==> src/rtl/tpu_ctrl_pkg.sv <==
// Shared control-path types and constants for the instruction fetch path.
package tpu_ctrl_pkg;

    localparam int ICACHE_DEPTH    = 1024;
    localparam int ICACHE_ADDR_W   = 10;
    localparam int INS_LEN_DEFAULT = 54;

    typedef enum logic [1:0] {IDLE, FETCH, DRAIN, FIN} fetch_state_t;

    typedef struct packed {
        logic [ICACHE_ADDR_W-1:0]   pc;
        logic [INS_LEN_DEFAULT-1:0] instruction;
    } fetch_entry_t;

endpackage

==> src/rtl/instruction_fetch_ctrl_fetch_fifo.sv <==
// Synchronous prefetch FIFO with push/pop/flush; full and empty derive from a
// registered occupancy count, so a same-cycle pop never frees a slot for a push.
module fetch_fifo #(
    parameter int WIDTH = 64,
    parameter int DEPTH = 2
) (
    input  logic             clk,
    input  logic             rst,
    input  logic             push,
    input  logic [WIDTH-1:0] push_data,
    input  logic             pop,
    input  logic             flush,
    output logic             full,
    output logic             empty,
    output logic [WIDTH-1:0] head_data
);

    localparam int PTR_W = (DEPTH > 1) ? $clog2(DEPTH) : 1;
    localparam int CNT_W = $clog2(DEPTH + 1);

    logic [WIDTH-1:0] mem_q [DEPTH];
    logic [PTR_W-1:0] wr_ptr_q, wr_ptr_d;
    logic [PTR_W-1:0] rd_ptr_q, rd_ptr_d;
    logic [CNT_W-1:0] count_q, count_d;
    logic             do_push, do_pop;

    assign full      = (count_q == CNT_W'(DEPTH));
    assign empty     = (count_q == '0);
    assign do_push   = push && !full;
    assign do_pop    = pop && !empty;
    assign head_data = mem_q[rd_ptr_q];

    // NOTE: every variable gets a default first so no path leaves it unassigned (no latch).
    always_comb begin
        wr_ptr_d = wr_ptr_q;
        rd_ptr_d = rd_ptr_q;
        count_d  = count_q;
        if (flush) begin
            wr_ptr_d = '0;
            rd_ptr_d = '0;
            count_d  = '0;
        end else begin
            if (do_push) wr_ptr_d = wr_ptr_q + PTR_W'(1);
            if (do_pop)  rd_ptr_d = rd_ptr_q + PTR_W'(1);
            if (do_push && !do_pop)      count_d = count_q + CNT_W'(1);
            else if (do_pop && !do_push) count_d = count_q - CNT_W'(1);
        end
    end

    // NOTE: state flops use non-blocking assignments so every flop samples pre-edge values.
    always_ff @(posedge clk) begin
        if (rst) begin
            wr_ptr_q <= '0;
            rd_ptr_q <= '0;
            count_q  <= '0;
        end else begin
            wr_ptr_q <= wr_ptr_d;
            rd_ptr_q <= rd_ptr_d;
            count_q  <= count_d;
        end
    end

    // NOTE: storage is not reset; empty gates everything downstream that reads it.
    always_ff @(posedge clk) begin
        if (do_push && !flush) mem_q[wr_ptr_q] <= push_data;
    end

endmodule

==> src/rtl/instruction_fetch_ctrl.sv <==
// Walks a pc through the instruction store, prefetches into fetch_fifo and hands
// words to the decoder. Define INSTR_FETCH_PERF_EN to add stall/starve counters.
module instruction_fetch_ctrl
    import tpu_ctrl_pkg::*;
#(
    parameter int INS_LEN    = INS_LEN_DEFAULT,
    parameter int ADDR_W     = ICACHE_ADDR_W,
    parameter int FIFO_DEPTH = 2
) (
    input  logic               clk,
    input  logic               rst,
    input  logic               start,
    input  logic [ADDR_W-1:0]  start_pc,
    input  logic [ADDR_W:0]    ins_count,
    input  logic               abort,
    output logic               busy,
    output logic               done,
    output logic               icache_rd_ctrl_en,
    output logic [ADDR_W-1:0]  icache_rd_ctrl_addr,
    input  logic [INS_LEN-1:0] icache_rd_ctrl_data,
    output logic               ins_valid,
    output logic [INS_LEN-1:0] ins_data,
    output logic [ADDR_W-1:0]  ins_pc,
    input  logic               ins_ready
`ifdef INSTR_FETCH_PERF_EN
   ,output logic [31:0]        perf_stall_cycles
   ,output logic [31:0]        perf_starve_cycles
`endif
);

    localparam int CW = ADDR_W + 1;
    localparam int EW = ADDR_W + INS_LEN;

    fetch_state_t    state_q, state_d;
    logic [ADDR_W-1:0] pc_q, pc_d, addr_q, addr_d;
    logic [CW-1:0]     fetch_left_q, fetch_left_d;
    logic [CW-1:0]     issue_left_q, issue_left_d;
    logic              fifo_push, fifo_pop, fifo_flush, fifo_full, fifo_empty;
    logic [EW-1:0]     fifo_head;

    fetch_fifo #(.WIDTH(EW), .DEPTH(FIFO_DEPTH)) u_fifo (
        .clk       (clk),
        .rst       (rst),
        .push      (fifo_push),
        .push_data ({pc_q, icache_rd_ctrl_data}),
        .pop       (fifo_pop),
        .flush     (fifo_flush),
        .full      (fifo_full),
        .empty     (fifo_empty),
        .head_data (fifo_head)
    );

    assign ins_valid = !fifo_empty;
    assign ins_data  = fifo_empty ? '0 : fifo_head[INS_LEN-1:0];
    assign ins_pc    = fifo_empty ? '0 : fifo_head[EW-1 -: ADDR_W];
    assign fifo_pop  = ins_valid && ins_ready;

    always_comb begin
        state_d      = state_q;
        pc_d         = pc_q;
        addr_d       = addr_q;
        fetch_left_d = fetch_left_q;
        issue_left_d = issue_left_q;
        fifo_push    = 1'b0;
        fifo_flush   = 1'b0;
        busy         = 1'b0;
        done         = 1'b0;

        if (fifo_pop && issue_left_q != '0) issue_left_d = issue_left_q - CW'(1);

        case (state_q)
            IDLE: begin
                if (start && !abort) begin
                    busy         = 1'b1;
                    pc_d         = start_pc;
                    fetch_left_d = ins_count;
                    issue_left_d = ins_count;
                    state_d      = (ins_count == '0) ? FIN : FETCH;
                end
            end
            FETCH: begin
                busy = 1'b1;
                if (fetch_left_q != '0 && !fifo_full) begin
                    fifo_push    = 1'b1;
                    addr_d       = pc_q;
                    pc_d         = pc_q + ADDR_W'(1);
                    fetch_left_d = fetch_left_q - CW'(1);
                    if (fetch_left_q == CW'(1)) state_d = DRAIN;
                end
            end
            DRAIN: begin
                busy = 1'b1;
                if (issue_left_q == '0) state_d = FIN;
            end
            FIN: begin
                done    = 1'b1;
                state_d = IDLE;
            end
            default: state_d = IDLE;
        endcase

        // Abort cancels any in-flight read and drops buffered words without a done pulse.
        if (abort && state_q != IDLE) begin
            state_d      = IDLE;
            fifo_flush   = 1'b1;
            fifo_push    = 1'b0;
            done         = 1'b0;
            pc_d         = pc_q;
            addr_d       = addr_q;
            fetch_left_d = fetch_left_q;
        end

        icache_rd_ctrl_en   = fifo_push;
        icache_rd_ctrl_addr = fifo_push ? pc_q : addr_q;
    end

    always_ff @(posedge clk) begin
        if (rst) begin
            state_q      <= IDLE;
            pc_q         <= '0;
            addr_q       <= '0;
            fetch_left_q <= '0;
            issue_left_q <= '0;
        end else begin
            state_q      <= state_d;
            pc_q         <= pc_d;
            addr_q       <= addr_d;
            fetch_left_q <= fetch_left_d;
            issue_left_q <= issue_left_d;
        end
    end

`ifdef INSTR_FETCH_PERF_EN
    logic [31:0] perf_stall_q, perf_stall_d, perf_starve_q, perf_starve_d;
    logic        start_accept;

    assign start_accept       = (state_q == IDLE) && start && !abort;
    assign perf_stall_cycles  = perf_stall_q;
    assign perf_starve_cycles = perf_starve_q;

    always_comb begin
        perf_stall_d  = perf_stall_q;
        perf_starve_d = perf_starve_q;
        if (start_accept) begin
            perf_stall_d  = '0;
            perf_starve_d = '0;
        end else begin
            if (busy && ins_valid && !ins_ready && perf_stall_q != '1)
                perf_stall_d = perf_stall_q + 32'd1;
            if (busy && !ins_valid && issue_left_q != '0 && perf_starve_q != '1)
                perf_starve_d = perf_starve_q + 32'd1;
        end
    end

    always_ff @(posedge clk) begin
        if (rst) begin
            perf_stall_q  <= '0;
            perf_starve_q <= '0;
        end else begin
            perf_stall_q  <= perf_stall_d;
            perf_starve_q <= perf_starve_d;
        end
    end
`endif

endmodule

==> config.mk <==
export PLATFORM = sky130hd
export DESIGN_NAME = instruction_fetch_ctrl
export DESIGN_NICKNAME = d
export VERILOG_FILES = /design/src/rtl/tpu_ctrl_pkg.sv /design/src/rtl/instruction_fetch_ctrl_fetch_fifo.sv /design/src/rtl/instruction_fetch_ctrl.sv
export SDC_FILE = /design/constraint.sdc
export NUM_CORES = 1
export LEC_CHECK = 0
export BUFFER_PORTS_ARGS = -buffer_cell sky130_fd_sc_hd__clkbuf_2
export CAP_MARGIN = 10
export CORE_ASPECT_RATIO = 1.25
export CORE_MARGIN = 2
export CORE_UTILIZATION = 55
export DETAILED_ROUTE_END_ITERATION = 16
export HOLD_SLACK_MARGIN = 0.06
export PLACE_DENSITY = 0.87
export SKIP_CTS_REPAIR_TIMING = 1
export SLEW_MARGIN = 5
export SYNTH_ARGS = -nofsm -noshare
export SYNTH_HDL_FRONTEND = slang
export SYNTH_HIERARCHICAL = 1
export SYNTH_SLANG_ARGS = --single-unit
==> constraint.sdc <==
create_clock -name clk -period 8.1 [get_ports clk]
set_input_delay 1.215 -clock clk [delete_from_list [all_inputs] [get_ports clk]]
set_output_delay 1.215 -clock clk [all_outputs]
set_load 0.02 [all_outputs]
==> results of run 1 <==
path summary, 6_finish.rpt:
path / start / to / slack, ps / cells after the start
setup / recovery: state_q[1] / icache_rd_ctrl_addr[7] / 3830 / 8
setup reg to reg: state_q[1] / u_fifo/mem_q[1][7] / 4600 / 11
hold / removal: fetch_left_q[10] / fetch_left_q[10] / 490 / 2
hold reg to reg: fetch_left_q[10] / fetch_left_q[10] / 490 / 2
layer usage:
metal  vias up  share of wire  GRT usage
met2       232           0.50     0.3812
met5         -              0          0
met4         0          0.022    0.07510
met3        39          0.066    0.05070
met1      2795           0.41     0.2760
li1       2744              -          -
cell type report:
class	instances	share of cell area
clock inverter	15	0.01761
tap	178	0.02339
multi-input combinational	416	0.3111
clock buffer	17	0.04468
sequential	177	0.5069
timing repair buffer	165	0.08884
inverter	19	0.007491
power by group through the flow:
stage               Combinational [uW]  Clock, uW  Sequential [uW]
floorplan                          716          0             1200
global placement                   989          0             1210
detailed placement                1000          0             1220
CTS                               1010        828             1200
global route                      1100        863             1210
finish                            1010        814             1200
cells by family after synthesis:
family / share of synthesized area
muxes: 0.09490
xor gates and xnor gates: 0.003278
and+or+nand+nor: 0.1445
buffers and inverters: 0.03090
adders and majority gates: 0.01561
DFF: 0.6018
AOI/OAI and AO/OA: 0.1089
registers in the layout (all words and copies together) (netlist names), named ones only:
| register | cells |
|---|---|
| u_fifo/rd_ptr_q | 1 |
| addr_q | 10 |
| issue_left_q | 11 |
| pc_q | 10 |
| state_q | 2 |
| u_fifo/mem_q | 128 |
| u_fifo/count_q | 2 |
| u_fifo/wr_ptr_q | 1 |
| fetch_left_q | 11 |
critical path, cell delays in order (launching register included):
cell	delay, ps
dfxtp_1	330
inv_1	100
ha_1	150
buf_4	330
inv_1	450
or3_1	670
o21ai_0	340
nand2_1	100
clkbuf_2	160
cell usage after synthesis, types with 2 or more instances:
cell type  number  area [sq um]
buf_2           3         15.01
o311ai_0       11         96.34
or3_1          10         62.56
mux2i_1         4         40.04
and4_1          3         26.28
nand2_1        26         97.59
buf_4           6         45.04
a211o_1         3         26.28
mux2_2         64         720.7
or4_4           2         22.52
dfxtp_1        49         980.9
o31ai_1        16         120.1
a211oi_1        6         45.04
nor2_1         20         75.07
nor3_1         11         55.05
nor3b_1         3         22.52
nor4_1          9         56.30
nor2b_1        66         412.9
inv_1          19         71.32
or2_2           4         25.02
or4_1           4         30.03
clkbuf_1       31         116.4
nand2b_1        7         43.79
and3_1          3         18.77
edfxtp_1      128          3844
nand4_1         6         37.54
xor2_1          3         26.28
and2_1          3         18.77
a21oi_1        33         165.2
o31a_1          2         17.52
ha_1           10         125.1
nand3_1        17         85.08
a31oi_1        13         81.33
o21ai_0        32         160.2
a2bb2oi_1       2         17.52
through the flow:
| step | total power, uW | cell area, sq um |
|---|---|---|
| final | 3020 | 9520 |
| after global routing | 3170 | 9520 |
| after CTS | 3037 | 9520 |
| after detailed placement | 2219 | 8927 |
| after global placement | 2195 | 8927 |
| after floorplan | 1912 | 8016 |
==> summary.md, run 1 <==
| Metric | Value |
|---|---|
| Outcome | finished, final reports clean |
| Synth Register Bits | 177 |
| Worst-margin pin slew | 896.0 ps |
| Final ANT Viol Nets | 0 |
| Number of fill cells | 1083 |
| Cell Pwr Density | 317.2 nW/um^2 |
| Internal power | 1906 uW |
| Net switching power | 1114 uW |
| Area of the mapped netlist | 8016 sq um |
| Leak | 0.003560 uW |
| Unrepaired setup endpoints after global routing | false |
| Mean Syn Cell Area | 12.30 sq um |
| CTS clk-pin slew, worst paths | 70 ps |
| Post-layout minimum cycle time | 4273 ps |
| Storage cell area | 4826 sq um |
| Startpoint types | flop |
| Die H | 139.0 microns |
| Layout Utilization | 0.6636 |
| CTS tree | yes |
| Post-synth EDFFs | 128 |
| YS warnings | 6 |
| First-pass GRT wire length | 27.86 mm |
| Cell Count, Final, Fillers Out | 987 |
| Share of cells above drive strength 1 | 0.3424 |
| Starting Density | 0.5588 |
| Via count | 5810 |
| Max Root-Sink Buffers | 2 |
| Wire length per cell | 17.73 microns |
| # DRC | 0 |
| Req. time, crit path | 6880 ps |
| Htree depth | 4 |
| Largest net degree at the start of global routing | 68 |
| Max cap viols | 0 |
| Initial antenna violation count | 0 |
| Setup TNS | 0 ps |
| Die area | 15560 sq um |
| Num CTS Buffers | 17 |
| Synthesis-to-finish area growth | 18.76% |
| Most frequent cells in the layout | 157 x clkbuf_2, 128 x edfxtp_1, 66 x nor2b_1, 64 x mux2_2, 48 x dfxtp_1 |
| Placed Cells | 955 |
| Worst setup EP type | output pin |
| Number of global-route vias before repair | 5622 |
| DRT Pass-1 Iters | 4 |
| Via-to-Cell Ratio | 5.887 |
| Final Skew | 14.30 ps |
| Worst slew margin | 0.4014 |
| Routability cong. | 0.9002 |
| Worst setup margin | 3827 ps |
| Num rows | 49 |
| CTS Sinks | 177 |
| Commonest non-fill, non-tap cell in the layout | clkbuf_2 |
| Final wirelength | 17.50 mm |
| Io pins | 158 |
| Post-Syn Nets | 742 |
| Clk Latency, worst-skew pair | 420 ps |
| Grt ovf | 0 |
| Starting DRT DRC Count | 357 |
| FMAX | 234.0 MHz |
| Clock power frac | 0.270 |
| Seq pwr share | 0.397 |
| I/O Buffers | 157 |
| Sw frac | 0.3689 |
| Worst-path fanout max | 38 |
| DP Worst Slack | 4272 ps |
| Total Routing Usage GR | 0.2214 |
| Worst min-delay path class | reg -> reg |
| Tcrit/Tclk final | 0.5275 |
| CP arrival | 3060 ps |
| Worst IR drop on VDD | 0.2041 mV |
| Core ar. | 14350 sq um |
| Final setup fails | 0 |
| Logic gate share of total power | 0.334 |
| Share of flip-flops with an asynchronous set or reset | 0 |
| CP Class | reg -> out |
| Die X | 112.0 microns |
| Antenna diodes | 0 |
| Hold slack | 489.5 ps |
| Multi-input gate area in the final layout | 2962 sq um |
| Mapped Cells | 652 |
| Nets@finish | 886 |
| Slew Viols, Final | 0 |
| Post-synthesis sequential area ratio | 0.6018 |
| Clk root buf | clkbuf_16 |
| Commonest register cell after synthesis | edfxtp_1 |
| Library cells used by synthesis | 58 |
| Final hold violations | 0 |
| DP Wirelength | 11.48 mm |
(Power assumes the default switching activity.)
==> inputs of run 2 (changes only) <==
Settings changed: ABC_AREA from default to 1, CORE_UTILIZATION 55 to 56.
Clock period 8.1 ns to 4.2 ns, I/O delays scaled along.
==> summary.md, run 2 <==
| Metric | Value |
|---|---|
| Number of fill cells | 1140 (+5.3%) |
| Number of global-route vias before repair | 5931 (+5.5%) |
| Clk Latency, worst-skew pair | 430 ps (about the same) |
| Biggest register | u_fifo/mem_q |
| Mean Syn Cell Area | 9.833 sq um (-20%) |
| Main combinational cell family by area after synthesis | simple AND/OR/NAND/NOR gates |
| Total Routing Usage GR | 0.2151 (-0.006282) |
| Yosys top cell by area | edfxtp_1 |
| Worst-path fanout max | 21 (-45%) |
| CP Cell Sequence | inv_1, ha_1, nor2_1, nor2_1, nand2_1, buf_4, nand2_1, o21ai_0, inv_1, clkbuf_2 |
| Via count | 6271 (+7.9%) |
| Startpoint types | flop |
| Num CTS Buffers | 17 (unchanged) |
| R2R depth | 15 (+4) |
| Cell Count, Final, Fillers Out | 1226 (+24%) |
| Layout Utilization | 0.6720 (+0.008386) |
| CP arrival | 2560 ps (-500 ps) |
| Worst min-delay path class | in -> reg |
| First-pass GRT wire length | 27.45 mm (-1.5%) |
| Worst slew margin | 0.3782 (-0.02322) |
| Req. time, crit path | 3570 ps (-3310 ps) |
| Worst IR drop on VDD | 0.4595 mV (+130%) |
| Die H | 142.9 microns (+2.8%) |
| DRT Pass-1 Iters | 5 (+1) |
| Num rows | 50 (+2.0%) |
| Compound-Gate Fraction of Synth Area | 0.03301 (-0.07594) |
| CTS clk-pin slew, worst paths | 70 ps (about the same) |
| Worst setup EP type | output pin |
| Max FFs per register | 128 (unchanged) |
| I/O Buffers | 157 (unchanged) |
| DP Wirelength | 12.06 mm (+5.0%) |
| Nets@finish | 1121 (+27%) |
| Routability cong. | 0.8714 (-3.2%) |
| Commonest register cell after synthesis | edfxtp_1 |
| CTS tree | yes |
| Final setup fails | 0 (unchanged) |
| Most frequent cells in the layout | 171 x nor2_1, 157 x clkbuf_2, 151 x inv_1, 151 x nand2_1, 128 x edfxtp_1 |
| Initial antenna violation count | 0 (unchanged) |
| Share of cells above drive strength 1 | 0.2672 (-0.07516) |
| Metal3 WL | 1.283 mm (+11%) |
| Htree depth | 4 (unchanged) |
| Unrepaired setup endpoints after global routing | false |
| Die X | 115.1 microns (+2.8%) |
| FMAX | 314.0 MHz |
| Core ar. | 15010 sq um (+4.7%) |
| Post-synthesis xor/xnor area fraction | 0.008107 (+0.004829) |
| Post-synthesis sequential area ratio | 0.5582 (-0.04365) |
| Share of flip-flops with an asynchronous set or reset | 0 (unchanged) |
| Largest net degree at the start of global routing | 65 (-4.4%) |
| Post-synthesis mux area share | 0.1094 (+0.01454) |
| Post-layout minimum cycle time | 3185 ps |
| Commonest non-fill, non-tap cell in the layout | nor2_1 |
| DP Worst Slack | 1353 ps (-2919 ps) |
| Setup TNS | 0 ps (unchanged) |
| Leak | 0.004779 uW (+34%) |
| Starting DRT DRC Count | 447 (+25%) |
| Cell Pwr Density | 741.4 nW/um^2 (+130%) |
| Starting Density | 0.5757 (+0.01688) |
| Uppermost layer routed | met4 |
| CP Class | reg -> out |
| CTS Sinks | 177 (unchanged) |
| # DRC | 0 (unchanged) |
| Synthesis-to-finish area growth | 16.73% |
| Antenna diodes | 0 (unchanged) |
| YS warnings | 6 (unchanged) |
| Worst-margin pin slew | 930.5 ps (+34.55 ps) |
| Clk root buf | clkbuf_16 |
| Worst setup margin | 1015 ps (-2812 ps) |
| Via-to-Cell Ratio | 5.115 (-13%) |
| Placed Cells | 1194 (+25%) |
| Mapped Cells | 879 (+35%) |
| Hold Crit Depth | 1 (-1) |
| Final wirelength | 17.54 mm (+0.23%) |
| Synth Area in Simple Gates | 0.1808 (+0.03628) |
| Final Skew | 11.13 ps (-3.170 ps) |
| Top-area cell type share of the netlist area | 0.4447 (-0.03477) |
| Metal1 wirelength | 7.003 mm (-2.3%) |
| Commonest cells post-synth | 172 x nor2_1, 151 x inv_1, 151 x nand2_1, 128 x edfxtp_1, 60 x mux2_4 |
| CP max-delay cell | nor2_1 |
| Top-count cell post-synth | nor2_1 |
| Post-synth EDFFs | 128 (unchanged) |
| Die area | 16450 sq um (+5.7%) |
| Synth Register Bits | 177 (unchanged) |
| Max cap viols | 0 (unchanged) |
| Area of the mapped netlist | 8643 sq um (+7.8%) |
| Crit-path max cell delay | 570 ps (-100 ps) |
| Largest regs | u_fifo/mem_q x128, fetch_left_q x11, issue_left_q x11 |
| Met2 wire len | 8.987 mm (+2.2%) |
| Final ANT Viol Nets | 0 (unchanged) |
| Library cells used by synthesis | 36 (-38%) |
| Largest cells by area after synthesis | edfxtp_1 44%, dfxtp_1 11%, mux2_4 10% |
| Tcrit/Tclk final | 0.7583 |
| Wire length per cell | 14.31 microns (-19%) |
| Max Root-Sink Buffers | 2 (unchanged) |
| Outcome | finished, final reports clean |
| Final hold violations | 0 (unchanged) |
| Grt ovf | 0 (unchanged) |
| Post-Syn Nets | 969 (+31%) |
| Io pins | 158 (unchanged) |
| Slew Viols, Final | 0 (unchanged) |
| Post-Synth Adder-Cell Area | 0.01448 (-0.001132) |
run 2: cell types whose count changed after synthesis, moves of 10 or more:
cell,delta
nor2_1,+152
inv_1,+132
nand2_1,+125
nor2b_1,-66
mux2_2,-60
mux2_4,+60
a21oi_1,-23
clkbuf_1,-17
o31ai_1,-16
nand3_1,+15
a31oi_1,-11
o311ai_0,-11
or3_1,-10
run 2: kinds of logic after synthesis:
group / Yosys count
flip-flops: 177
adder cells (fa/ha/maj): 10
XOR/XNOR: 8
buffers and inverters: 184
AND/OR/NAND/NOR: 384
multiplexers: 64
AO/OA/AOI/OAI: 52
run 2: critical path, delay by kind of cell, from the launching register on:
| family | cells | cell delay [ps] |
|---|---|---|
| simple gates | 4 | 830 |
| buf+inv | 4 | 540 |
| flops | 1 | 380 |
| fa+ha+maj | 1 | 250 |
| compound gates | 1 | 120 |
run 2: where the power goes:
part | switching (uW) | internal [uW] | leakage (uW)
Sequential | 270 | 2340 | 0.00157
Clock | 696 | 897 | 0.000285
Combinational | 2150 | 1130 | 0.00293
Total | 3110 | 4370 | 0.00478
run 2: cell type report:
class | instances | area (sq um) | share of cell area
Clock buffer | 17 | 425.4 | 0.04216
Clock inverter | 15 | 172.7 | 0.01711
Inverter | 152 | 570.5 | 0.05655
Multi-Input combinational cell | 518 | 3019 | 0.2992
Sequential cell | 177 | 4828 | 0.4785
Tap cell | 182 | 227.7 | 0.02257
Timing Repair Buffer | 165 | 845.8 | 0.08383
run 2: per-layer routing:
metal / up-vias / track usage
met4: 0 / 0.07229
li1: 3109 / -
met5: - / 0
met1: 2935 / 0.2430
met2: 206 / 0.3926
met3: 21 / 0.05390
run 2: worst paths after layout:
path / endpoint / from / slack [ps]
worst max-delay path: icache_rd_ctrl_addr[0] / state_q[0] / 1010
worst min register to register: issue_left_q[10] / issue_left_q[10] / 490
worst max register to register: u_fifo/count_q[1] / state_q[0] / 1400
worst min-delay path: u_fifo/mem_q[1][16] / icache_rd_ctrl_data[16] / 400
run 2: per-stage QoR:
stage	instance area [sq um]	hold WS, ps	total power, uW
final	10090	397.2	7481
after global routing	10090	378.0	8016
after CTS	10090	377.2	7524
after detailed placement	9492	483.2	5910
after global placement	9492	453.6	5805
after floorplan	8653	438.1	5070
